[src/rtl/cdc_test_sequencer.sv]
// Drives a toggle-strobed data pattern into a CDC checker, then reads back its counters
// to decide pass/fail for the run.
module cdc_test_sequencer #(
    parameter int CLR_CYCLES   = 4,
    parameter int DRAIN_CYCLES = 8,
    parameter int MIN_GAP      = 4
) (
    input  logic        clk,
    input  logic        reset,
    input  logic        start,
    input  logic        abort,
    input  logic [15:0] num_edges_cfg,
    input  logic [7:0]  gap_cfg,
    input  logic        inject_err,
    output logic [7:0]  tx_data,
    output logic        tx_edge,
    output logic        chk_reset,
    input  logic [15:0] chk_num_edges,
    input  logic [15:0] chk_num_miscompares,
    output logic        busy,
    output logic        done,
    output logic        pass,
    output logic [15:0] edges_sent
);

    typedef enum logic [2:0] {
        IDLE,
        CLR,
        SEND_DATA,
        SEND_EDGE,
        GAP,
        DRAIN,
        CHECK
    } state_t;

    localparam logic [7:0] CLR_LOAD   = 8'(CLR_CYCLES - 1);
    localparam logic [7:0] DRAIN_LOAD = 8'(DRAIN_CYCLES - 1);
    localparam logic [7:0] MIN_GAP_L  = (MIN_GAP > 255) ? 8'hFF : 8'(MIN_GAP);

    state_t      state;
    logic [7:0]  cnt;
    logic [15:0] num_lat;
    logic [7:0]  gap_lat;
    logic        inj_lat;
    logic [7:0]  pattern;
    logic [7:0]  next_pattern;
    logic [7:0]  gap_eff;
    logic [7:0]  gap_load;

    // A zero effective gap (only possible with MIN_GAP=0) still needs one GAP cycle.
    always_comb begin
        gap_eff  = (gap_lat > MIN_GAP_L) ? gap_lat : MIN_GAP_L;
        gap_load = (gap_eff == 8'd0) ? 8'd0 : gap_eff - 8'd1;
        case (pattern)
            8'h81:   next_pattern = 8'h42;
            8'h42:   next_pattern = 8'h24;
            8'h24:   next_pattern = 8'h18;
            default: next_pattern = 8'h81;
        endcase
    end

    always_ff @(posedge clk) begin
        if (reset) begin
            state      <= IDLE;
            cnt        <= 8'd0;
            num_lat    <= 16'd0;
            gap_lat    <= 8'd0;
            inj_lat    <= 1'b0;
            pattern    <= 8'h00;
            tx_data    <= 8'h00;
            tx_edge    <= 1'b0;
            chk_reset  <= 1'b0;
            busy       <= 1'b0;
            done       <= 1'b0;
            pass       <= 1'b0;
            edges_sent <= 16'd0;
        end else begin
            done <= 1'b0;
            if (abort && state != IDLE) begin
                state     <= IDLE;
                busy      <= 1'b0;
                done      <= 1'b1;
                pass      <= 1'b0;
                chk_reset <= 1'b0;
            end else begin
                case (state)
                    IDLE: begin
                        if (start) begin
                            num_lat    <= num_edges_cfg;
                            gap_lat    <= gap_cfg;
                            inj_lat    <= inject_err;
                            edges_sent <= 16'd0;
                            pass       <= 1'b0;
                            pattern    <= 8'h00;
                            tx_data    <= 8'h00;
                            chk_reset  <= 1'b1;
                            cnt        <= CLR_LOAD;
                            busy       <= 1'b1;
                            state      <= CLR;
                        end
                    end
                    CLR: begin
                        if (cnt == 8'd0) begin
                            chk_reset <= 1'b0;
                            if (num_lat == 16'd0) begin
                                cnt   <= DRAIN_LOAD;
                                state <= DRAIN;
                            end else begin
                                state <= SEND_DATA;
                            end
                        end else begin
                            cnt <= cnt - 8'd1;
                        end
                    end
                    // Corruption affects only the driven value, so later edges stay in sequence.
                    SEND_DATA: begin
                        pattern <= next_pattern;
                        tx_data <= (inj_lat && edges_sent == 16'd2) ? (next_pattern ^ 8'h01)
                                                                    : next_pattern;
                        state   <= SEND_EDGE;
                    end
                    SEND_EDGE: begin
                        tx_edge    <= ~tx_edge;
                        edges_sent <= edges_sent + 16'd1;
                        cnt        <= gap_load;
                        state      <= GAP;
                    end
                    GAP: begin
                        if (cnt == 8'd0) begin
                            if (edges_sent == num_lat) begin
                                cnt   <= DRAIN_LOAD;
                                state <= DRAIN;
                            end else begin
                                state <= SEND_DATA;
                            end
                        end else begin
                            cnt <= cnt - 8'd1;
                        end
                    end
                    DRAIN: begin
                        if (cnt == 8'd0) begin
                            state <= CHECK;
                        end else begin
                            cnt <= cnt - 8'd1;
                        end
                    end
                    CHECK: begin
                        pass  <= (chk_num_edges == num_lat) && (chk_num_miscompares == 16'd0);
                        done  <= 1'b1;
                        busy  <= 1'b0;
                        state <= IDLE;
                    end
                    default: begin
                        busy  <= 1'b0;
                        state <= IDLE;
                    end
                endcase
            end
        end
    end

endmodule

[config.mk]
export PLATFORM = sky130hd
export DESIGN_NAME = cdc_test_sequencer
export DESIGN_NICKNAME = d
export VERILOG_FILES = /design/src/rtl/cdc_test_sequencer.sv
export SDC_FILE = /design/constraint.sdc
export NUM_CORES = 1
export LEC_CHECK = 0
export ABC_AREA = 1
export CAP_MARGIN = 20
export CORE_MARGIN = 4
export CORE_UTILIZATION = 46
export CTS_CLUSTER_SIZE = 8
export DETAILED_ROUTE_END_ITERATION = 10
export DONT_BUFFER_PORTS = 1
export SLEW_MARGIN = 10
export SYNTH_ARGS = -nofsm -noshare
export SYNTH_HDL_FRONTEND = slang
export SYNTH_SLANG_ARGS = --single-unit
[constraint.sdc]
create_clock -name clk -period 1.75 [get_ports clk]
set_input_delay 0.2625 -clock clk [delete_from_list [all_inputs] [get_ports clk]]
set_output_delay 0.2625 -clock clk [all_outputs]
set_load 0.01 [all_outputs]
After elaboration in Yosys (flattened, before gate mapping)
Index checks and enable logic that the tools add are counted.

Bits in latches: 0. Input port bits: 61. Memory bits (writable): 0. Memories: 0. Bits in read-only memories: 0. Register bits after elaboration: 73.

Reduce and logical (&&, ||, !) cells: 25. Shift operators: 0. Equal/unequal tests: 19. Magnitude comparators: 1. $mul: 0. $add $sub $neg: 3. Divide/modulo/power cells: 0. Muxes and demuxes: 31. Bitwise gates (word level): 4.

Operator list (count): $mux 8 (9); $pmux 8 s5 (1); $eq 16x16->1 (2); $logic_not 16->1 (2); $pmux 16 s2 (1); $pmux 8 s2 (2); $pmux 8 s3 (1); $mux 3 (6); $pmux 3 s6 (1); $add 16x1->16 const B (1); $eq 16x2->1 const B (1); $logic_not 8->1 (2); $mux 16 (1); $sub 8x1->8 const B (2); $reduce_and 3->1 (4); $ne 2x2->1 const B (5); $eq 3x3->1 const B (3); $eq 8x6->1 const B (1); $eq 8x7->1 const B (1); $eq 8x8->1 const B (1); $gt 8x3->1 const B (1); $reduce_bool 2->1 (4); $eq 3x2->1 const B (2); $mux 1 (6); other kinds (13) (23).

Depth between registers and ports, before layout
Gate-level depths: netlist of the first run.

Depth after elaboration: 5. Gate-level depth with buffers: 12. Depth with buffers taken out: 12.

Worst setup path after synthesis of the first run
No wires, ideal clock.

Kind: flip-flop to flip-flop. Start point: register gap_lat[4]. End point: register cnt[4]. Stages on the path, launching flop included: 12. Setup time: 0.070 ns. Buffers on the path: 0. Arrival time: 1.619 ns. Path slack: 0.061 ns. Cell sequence: dfxtp_1 nor2_1 nand4_1 o21bai_1 nand2_1 ha_1 inv_1 o21ai_0 nand3_1 nand2_1 nand4_1 a21oi_1.

Word-level cells in the longest chain between the ends: 5. Elaborated cells on any way between the ends: 6.

Ends and longest elaborated chain: start: declaration (RTL line 43) `logic [7:0] gap_lat;`; start signal: assignment (RTL line 90) `gap_lat <= gap_cfg;`; $gt 8x3->1 (RTL line 52) `gap_eff = (gap_lat > MIN_GAP_L) ? gap_lat : MIN_GAP_L;`; $mux 8 * (RTL line 52); $sub 8x1->8 / $logic_not 8->1 (equally long branches) (RTL line 53) `gap_load = (gap_eff == 8'd0) ? 8'd0 : gap_eff - 8'd1;`; $mux 8 * (RTL line 53); $pmux 8 s5 * (RTL line 86) `case (state)`; end signal: assignment (RTL line 112) `cnt <= cnt - 8'd1;`; end signal: assignment (RTL line 125) `cnt <= gap_load;`; end signal: assignment (RTL line 137) `cnt <= cnt - 8'd1;`; end: declaration (RTL line 41) `logic [7:0] cnt;`.

Mark *: on every way between the ends. The rest lies on a longest branch, timed or not. A chain may end at the register's enable or synchronous reset.

Worst setup path after layout of the first run
Start point: register gap_lat[5]. End point: register cnt[2].

The elaborated chain is that of the path after synthesis.

==> impl_metrics.yaml, run 1 <==
yosys:
  syn_nets: 639
  synth.yosys.seq_area_share_pct: 32.8
  syn_area_per_cell_um2: 6.59
  syn_inst: 573
  syn_area_mm2: 0.00378
  ys_ff_latch: 62
  yosys.cell_types.count: 39
  yosysWarningCount: 0
route:
  drtIter0Drc: 204
  num_vias: 3836
  vias_per_cell: 5.30
  met1_length_mm: 5.16
  highest_layer: "met4"
  drt_pass1_iterations: 5
  ant_nets: 0
  wl_per_cell_um: 14.7
  wl_met3_um: 866
  wl_met2_mm: 4.53
  wl_mm: 10.7
  drcViolationCount: 0
global_route:
  grt_first_pass_wirelength_mm: 16.6
  grt-ovfl-total: 0
  antenna_found_initial: 0
  grt_max_degree: 33
  grt_pass1_vias: 3461
  grt_util_all_layers_pct: 21.1
final_layout:
  nNetsFinal: 683
  multiInputGateArea_mm2: 0.00230
  final_area_mm2: 0.00457
  regArea_mm2: 0.00127
  final_util_pct: 58.2
  fillers: 757
  area_delta_synth_final_pct: 20.9
  drive_gt1_share_pct: 21.9
  antenna_cells: 0
floorplan:
  initial_core_util_pct: 48.2
  fp.dieW_um: 98.6
  rows: 32
  core_area_mm2: 0.00785
  die_h_um: 98.6
  dieArea_mm2: 0.00973
  ioPinCount: 90
sta:
  timing.fmax_mhz: 578
  period_needed_ps: 1730
  rsz0062_at_grt: "true"
  relSlewSlack_pct: 43.2
  hold_viol: 0
  worstMarginPinSlew_ps: 849
  drv_slew: 0
  finalSetupViolCount: 0
  clock_skew_ps: 9.75
  tns_ps: 0
  post-route-period-util_pct: 98.9
placed_design:
  dp_hpwl_mm: 8.11
  place.gp.congestion: 0.863
  port-buffer-count: 0
  placed_area_mm2: 0.00412
clock_tree:
  cts_buffer_depth: 2
  clock-sinks: 62
  clk_pin_slew_ps: 70
  clock_latency_ps: 340
  cts_root_buf: "clkbuf_8"
  cts_tree: "built"
  h-tree-depth: 3
  numCtsBuffers: 9
critical_path:
  critPathBufInv: 1
  arrival_ps: 2000
  cp_top_family: "simple AND/OR/NAND/NOR gates"
  cpMaxStageDelayCell: "dfxtp_2"
  path_max_fanout: 5
  cp-end-kind: "flip-flop"
  cpPeakStageDelay_ps: 330
  critical_path_class: "reg -> reg"
  crit_chain: "nor2_4 > nand4_1 > o21bai_4 > nand2_2 > ha_4 > inv_2 > nand3_1 > nand3_1 > o21ai_0 > nand4_1 > a21oi_2"
  start_kind: "flip-flop"
  crit_required_ps: 2020
power:
  total_power_mw: 6.01
  irDropWorstVdd_uv: 640
  power.leakage_nw: 1.93
  pwr_density_cell_mw_per_mm2: 1320
status:
  status: "finished clean"
hold_path:
  hold_class: "in -> reg"
flow_run:
  max_cap_violations: 0
cell usage in the layout, fill, tap and decap left out, types with 7 or more instances in the layout:
master and instances:
nand2_1 132, inv_1 68, a21oi_1 54, buf_4 46, dfxtp_1 44, nor2_1 43
o21ai_0 41, nand4_1 27, nand3_1 27, dfxtp_2 17, nor3_1 11, xor2_1 10
clkbuf_8 10, inv_2 9, xnor2_1 9, nor2_2 8, nand2_2 7
what timing repair did:
| action | CTS | global route |
|---|---|---|
| resized for setup | 2 | 50 |
| endpoints found under the setup margin | 2 | 17 |
| hold endpoints to repair | 18 | 0 |
| pin swaps | 0 | 22 |
| gates cloned | 0 | 1 |
| hold buffers | 1 | 0 |
| buffers inserted | 0 | 8 |
per-layer routing:
metal | vias to the layer above | track usage, %
li1 | 1976 | -
met1 | 1711 | 30.5
met2 | 141 | 31.2
met3 | 8 | 4.46
met4 | 0 | 7.25
met5 | - | 0
per-stage QoR:
| step | hold WS (ps) | worst slack (ps) | instances |
|---|---|---|---|
| final | 80.8 | 19.5 | 724 |
| after global routing | 83.5 | -96.9 | 724 |
| after CTS | 61.7 | 2.88 | 715 |
| after detailed placement | 337 | 9.38 | 698 |
| after global placement | 335 | 100 | 698 |
| after floorplan | 422 | 60.6 | 573 |
registers in the layout, indices dropped and copies added, names as in the netlist:
| signal | flops |
|---|---|
| chk_reset | 1 |
| pass | 1 |
| num_lat | 16 |
| state | 3 |
| tx_data | 4 |
| cnt | 8 |
| pattern | 1 |
| tx_edge | 1 |
| edges_sent | 16 |
| inj_lat | 1 |
| busy | 1 |
| done | 1 |
| gap_lat | 8 |
synthesized netlist by cell type (all sizes together):
cell	n	area, µm²
o211ai	2	15.0
ha	5	62.6
nand3	33	175
xnor2	9	78.8
o311ai	1	8.76
a211oi	1	7.51
a22oi	1	7.51
a21oi	56	280
or2	3	18.8
inv	77	289
o21bai	1	7.51
nor2	54	234
o2111ai	1	8.76
o21ai	46	234
nand2	142	566
nor4	7	58.8
nor3b	2	20.0
o31ai	1	7.51
buf	6	40.0
nand4	29	211
clkbuf	9	33.8
xor2	10	87.6
nor3	14	80.1
dfxtp	62	1240
clkinv	1	5.00
kinds of logic after synthesis:
group                      after synthesis  share of synthesized area (%)
and+or+nand+nor                        284                           36.1
buffers and inverters                   93                           9.74
AOI/OAI and AO/OA                      110                           15.3
xor gates and xnor gates                19                           4.40
DFF                                     62                           32.8
adders and majority gates                5                           1.66
where the power goes:
part           switching, mW  leakage [nW]  internal (mW)
clock                  0.580         0.108          0.835
sequential             0.205         0.515           1.65
combinational           1.69          1.31           1.06
final cells by class:
cell class,count,area share [%]
timing repair buffer,47,7.78
multi-input combinational,419,50.4
sequential,62,27.7
clock buffer,10,3.01
tap,102,2.79
inverter,78,6.43
clock inverter,6,1.86
worst paths after layout:
| path | slack, ps | cells past startpoint | endpoint | startpoint |
|---|---|---|---|---|
| hold reg to reg | 470 | 2 | inj_lat | inj_lat |
| hold / removal | 80 | 2 | gap_lat[0] | gap_cfg[0] |
| setup reg to reg | 20 | 11 | cnt[2] | gap_lat[5] |
| setup / recovery | 20 | 11 | cnt[2] | gap_lat[5] |
Note: power is estimated with default switching activity, not from simulation.
==> inputs of run 2 (changes only) <==
- ABC_AREA: 1 -> not set
==> run 2 against run 1 <==
Against the previous run:
- the flow now finishes with violations (setup timing)
- sequential share of layout area down 2.3 points
- global-route usage up 5.2 points
- die area down 5.7%
- wire length up 7.8%
- non-clock buffer count up 60
- flip-flop and latch count unchanged
- cell count down 11%
- synthesized area down 6.2%
- count of clock-buffer cells in the layout down 1
- highest routed layer unchanged
==> impl_metrics.yaml, run 2 <==
floorplan:
  fp.dieW_um: 95.8
  die_h_um: 95.8
  initial_core_util_pct: 48.1
  rows: 31
  dieArea_mm2: 0.00917
  ioPinCount: 90
  core_area_mm2: 0.00737
final_layout:
  fillers: 633
  final_area_mm2: 0.00494
  final_cell_mix: "90 x buf_4, 67 x nand2_1, 52 x dfxtp_1"
  area_delta_synth_final_pct: 39.5
  fin_cells: 644
  drive_gt1_share_pct: 34.7
  antenna_cells: 0
  final_common_cell: "buf_4"
  nNetsFinal: 606
  largest_registers: "edges_sent x16, num_lat x16"
route:
  wl_mm: 11.5
  num_vias: 3635
  met1_length_mm: 4.71
  wl_per_cell_um: 17.8
  ant_nets: 0
  highest_layer: "met4"
  wl_met2_mm: 5.71
  wl_met3_um: 848
  drcViolationCount: 0
  vias_per_cell: 5.64
  drt_pass1_iterations: 4
  drtIter0Drc: 168
placed_design:
  placed_area_mm2: 0.00438
  place.gp.congestion: 0.972
  port-buffer-count: 0
  dp_hpwl_mm: 8.44
  dp_cells: 618
sta:
  finalSetupViolCount: 15
  post-route-period-util_pct: 111
  period_needed_ps: 1950
  relSlewSlack_pct: 66.5
  clock_skew_ps: 10.1
  timing.fmax_mhz: 513
  drv_slew: 0
  hold_ws_ps: 26.5
  worstMarginPinSlew_ps: 498
  hold_viol: 0
  rsz0062_at_grt: "true"
  worst_slack_ps: -199
yosys:
  synth_edf_count: 0
  synth_mux_area_share_pct: 0.565
  synth-adder-area-share_pct: 1.77
  synth.yosys.seq_area_share_pct: 35.0
  syn_inst: 445
  yosysWarningCount: 0
  synthTopCellsByCount: "70 x nand2_1, 62 x dfxtp_1, 41 x a21oi_1, 41 x nor2_1, 30 x xor2_1"
  synthSimpleGateAreaFrac_pct: 28.7
  yosysMostFrequentCell: "nand2_1"
  syn_nets: 511
  yosysTopAreaCellShare_pct: 35.0
  yosys.cell_types.count: 58
  synth_xor_area_share_pct: 13.3
  ys_ff_latch: 62
  synth_top_family_by_area: "simple AND/OR/NAND/NOR gates"
  syn_area_mm2: 0.00354
  synth-compound-area-share_pct: 16.1
  postSynth.asyncResetShare_pct: 0
  syn_area_per_cell_um2: 7.96
  synth_flop_cell: "dfxtp_1"
  yosys.area.top_type: "dfxtp_1"
  netlist_top_cells_area: "dfxtp_1 35%, nand2_1 7.4%, xor2_1 7.4%, xnor2_1 5.9%, a21oi_1 5.8%"
hold_path:
  worstHoldStart: "num_edges_cfg[13]"
  hold_class: "in -> reg"
  min_to: "num_lat[13]"
  hold_depth: 2
clock_tree:
  h-tree-depth: 3
  clk_pin_slew_ps: 80
  cts_root_buf: "clkbuf_8"
  numCtsBuffers: 9
  clock_latency_ps: 350
  cts_tree: "built"
  cts_buffer_depth: 2
  clock-sinks: 62
critical_path:
  cp-end-kind: "flip-flop"
  start_kind: "flip-flop"
  path_max_fanout: 3
  critical_path_class: "reg -> reg"
  r2r_end: "cnt[4]"
  rrSetupSlack_ps: -200
  arrival_ps: 2240
  crit_required_ps: 2040
  r2r_cells: 10
  r2r_start: "gap_lat[4]"
power:
  irDropWorstVdd_uv: 860
  power.leakage_nw: 2.00
  pwr_density_cell_mw_per_mm2: 1350
global_route:
  grt_first_pass_wirelength_mm: 18.2
  grt_util_all_layers_pct: 26.3
  antenna_found_initial: 0
  grt_pass1_vias: 3617
  grt-ovfl-total: 0
  grt_max_degree: 36
flow_run:
  max_cap_violations: 0
status:
  status: "complete, but fails checks"
  violations: "setup timing"
## run 2: kinds of logic after synthesis
| kind of cell | Yosys count |
|---|---|
| xor+xnor | 54 |
| simple gates | 198 |
| fa+ha+maj | 5 |
| mux | 2 |
| buf+inv | 37 |
| compound gates | 87 |
| flops | 62 |
## run 2: worst max path at each step
stage / startpoint / end / slack, ps / depth (start not counted)
floorplan: gap_lat[7] / cnt[6] / -280 / 9
global placement: gap_lat[7] / cnt[6] / -220 / 9
detailed placement: gap_lat[7] / cnt[6] / -300 / 9
CTS: gap_lat[7] / cnt[6] / -230 / 9
global route: num_lat[15] / cnt[5] / -380 / 6
finish: gap_lat[4] / cnt[4] / -200 / 10
## run 2: critical path, cell delays in order (launching register included)
cell and delay [ps]:
dfxtp_2 340, nor4_4 290, nand2_2 100, nand2_2 80, ha_2 170, or3b_4 410, nor3_2 140, a21oi_1 60
nor2_1 120, a21oi_1 50, o2bb2ai_1 120
## run 2: layer usage
metal  vias up  GRT usage [%]
met3        18           5.94
li1       1746              -
met2       143           43.7
met1      1728           33.5
met4         0           9.36
met5         -              0
## run 2: cell type report
class                      count  area, µm²  area share [%]
clock buffer                   9        124            2.51
clock inverter                 7       75.1            1.52
inverter                      14       52.6            1.06
multi-input combinational    346       2420            49.0
sequential                    62       1250            25.4
tap                           99        124            2.51
timing repair buffer         107        893            18.1
## run 2: stage by stage
stage	setup WS, ps	power (mW)	utilization, %	setup TNS [ps]
final	-199	6.66	67.1	-1410
after global routing	-379	7.09	67.1	-3570
after CTS	-232	6.39	64.9	-1300
after detailed placement	-299	4.84	59.5	-1840
after global placement	-217	4.80	59.5	-1240
after floorplan	-283	3.65	-	-942
## run 2: timing repair
action,4_1_cts,5_1_grt
hold buffers,1,0
endpoints found under the hold margin,35,0
resized for setup,35,28
pin swaps,32,18
buffers inserted,5,4
endpoints found under the setup margin,20,28
## run 2: power by group
part	leakage [nW]	switching (mW)	internal (mW)
clock network	0.0914	0.637	0.659
logic	1.40	1.78	1.73
registers	0.509	0.218	1.64
total	2.00	2.64	4.02
==> inputs of run 3 (changes only) <==
- CORE_MARGIN: 4 -> not set
==> run 3 against run 2 <==
Against the previous run:
- the flow still finishes with violations (setup timing)
- critical path type unchanged
- largest cell class unchanged
- utilization is 1.2 points higher
- sequential power hardly changed
- combinational power hardly changed
- first-iteration DRC count is 1.8% lower
- via count is 0.47% lower
- maximum frequency is 3.9% lower
- wire length is 4.4% lower
- clock skew is 1.5 ps lower
- flip-flop and latch count stayed put
- register-to-register slack worse by 80 ps
==> impl_metrics.yaml, run 3 (same netlist as run 2, synthesis figures left out) <==
critical_path:
  cp-end-kind: "flip-flop"
  crit_required_ps: 1990
  r2r_cells: 9
  cpMaxStageDelayCell: "or3b_4"
  crit_chain: "nor4_4 > nand2_1 > nand2_2 > ha_4 > or3b_4 > o31ai_4 > a21oi_2 > a21oi_1 > o2bb2ai_1"
  r2r_end: "cnt[6]"
  arrival_ps: 2270
  path_max_fanout: 3
  critical_path_class: "reg -> reg"
  start_kind: "flip-flop"
  cpPeakStageDelay_ps: 400
  rrSetupSlack_ps: -280
  r2r_start: "gap_lat[7]"
route:
  ant_nets: 0
  drtIter0Drc: 165
  drt_pass1_iterations: 5
  wl_per_cell_um: 16.9
  wl_mm: 11.0
  num_vias: 3618
  vias_per_cell: 5.58
  drcViolationCount: 0
power:
  seq_power_share_pct: 28.5
  irDropWorstVdd_uv: 652
  comb_power_share_pct: 53.5
  power.leakage_nw: 2.04
  clkPwrFrac_pct: 18.0
  switching_power_mw: 2.62
  switching_share_pct: 39.7
  internal_power_mw: 3.99
  total_power_mw: 6.62
  pwr_density_cell_mw_per_mm2: 1320
floorplan:
  rows: 31
  dieArea_mm2: 0.00806
  ioPinCount: 90
  initial_core_util_pct: 48.3
  die_h_um: 89.8
  core_area_mm2: 0.00733
  fp.dieW_um: 89.8
final_layout:
  final_cell_mix: "100 x buf_4, 67 x nand2_1, 47 x dfxtp_1"
  regArea_mm2: 0.00127
  multiInputGateArea_mm2: 0.00246
  antenna_cells: 0
  nNetsFinal: 610
  largest_registers: "edges_sent x16, num_lat x16"
  area_delta_synth_final_pct: 41.3
  fillers: 581
  fin_cells: 648
  final_common_cell: "buf_4"
  drive_gt1_share_pct: 37.2
sta:
  worstMarginPinSlew_ps: 520
  post-route-period-util_pct: 116
  period_needed_ps: 2030
  clock_skew_ps: 8.57
  tns_ps: -1980
  finalSetupViolCount: 17
  hold_viol: 0
  rsz0062_at_grt: "true"
  hold_ws_ps: 37.1
  worst_slack_ps: -279
  timing.fmax_mhz: 493
  drv_slew: 0
  relSlewSlack_pct: 65.0
global_route:
  grt_max_degree: 36
  grt_first_pass_wirelength_mm: 17.1
  grt_pass1_vias: 3527
  grt_util_all_layers_pct: 26.8
  antenna_found_initial: 0
  grt-ovfl-total: 0
placed_design:
  dp_cells: 610
  dp_slack_ps: -352
  place.gp.congestion: 0.918
  dp_hpwl_mm: 7.64
  port-buffer-count: 0
clock_tree:
  cts_root_buf: "clkbuf_8"
  cts_tree: "built"
  clock_latency_ps: 350
  clk_pin_slew_ps: 70
  numCtsBuffers: 9
  h-tree-depth: 3
  clock-sinks: 62
  cts_buffer_depth: 2
status:
  status: "complete, but fails checks"
  violations: "setup timing"
hold_path:
  worstHoldStart: "num_edges_cfg[14]"
  hold_depth: 2
  min_to: "num_lat[14]"
  hold_class: "in -> reg"
flow_run:
  max_cap_violations: 0
run 3: worst max-delay path, delay by kind of cell (launching register included):
kind	cells	cell delay (ps)
AOI/OAI and AO/OA	4	510
DFF	1	330
and+or+nand+nor	4	930
adders and majority gates	1	130
run 3: power by group through the flow:
stage	Sequential [mW]	Combinational, mW	Clock [mW]
after detailed placement	1.87	2.85	0
after global placement	1.87	2.82	0
after floorplan	1.88	1.77	0
after global routing	1.92	3.83	1.28
after CTS	1.86	3.13	1.21
final	1.89	3.54	1.19
run 3: repair_timing:
action | in CTS | in global routing
setup endpoints to repair | 14 | 23
hold endpoints to repair | 35 | 0
hold buffers | 1 | 0
resized for setup | 22 | 57
pin swaps | 30 | 39
setup buffers | 9 | 12
run 3: per-layer routing:
layer	vias to the layer above	track usage, %	wire length [µm]
met5	-	0	0
li1	1763	-	-
met3	10	6.18	725
met4	0	7.92	129
met1	1694	33.2	4630
met2	151	46.2	5500
run 3: worst max path at each step:
stage	from	to	cells past startpoint
floorplan	gap_lat[7]	cnt[6]	9
global placement	state[2]	pass	6
detailed placement	state[2]	pass	6
CTS	gap_lat[4]	cnt[6]	9
global route	gap_lat[7]	cnt[6]	9
finish	gap_lat[7]	cnt[6]	9
run 3: metrics by stage:
stage                     instance area, µm²  util (%)
after floorplan                         3610         -
after global placement                  4320      59.0
after detailed placement                4320      59.0
after CTS                               4680      63.9
after global routing                    5010      68.3
final                                   5010      68.3
run 3: final cells by class:
cell class,count,share of cell area [%]
Clock buffer,12,3.10
Clock inverter,4,0.625
Multi-Input combinational cell,346,49.2
Inverter,14,1.05
Timing Repair Buffer,111,18.2
Sequential cell,62,25.4
Tap cell,99,2.47
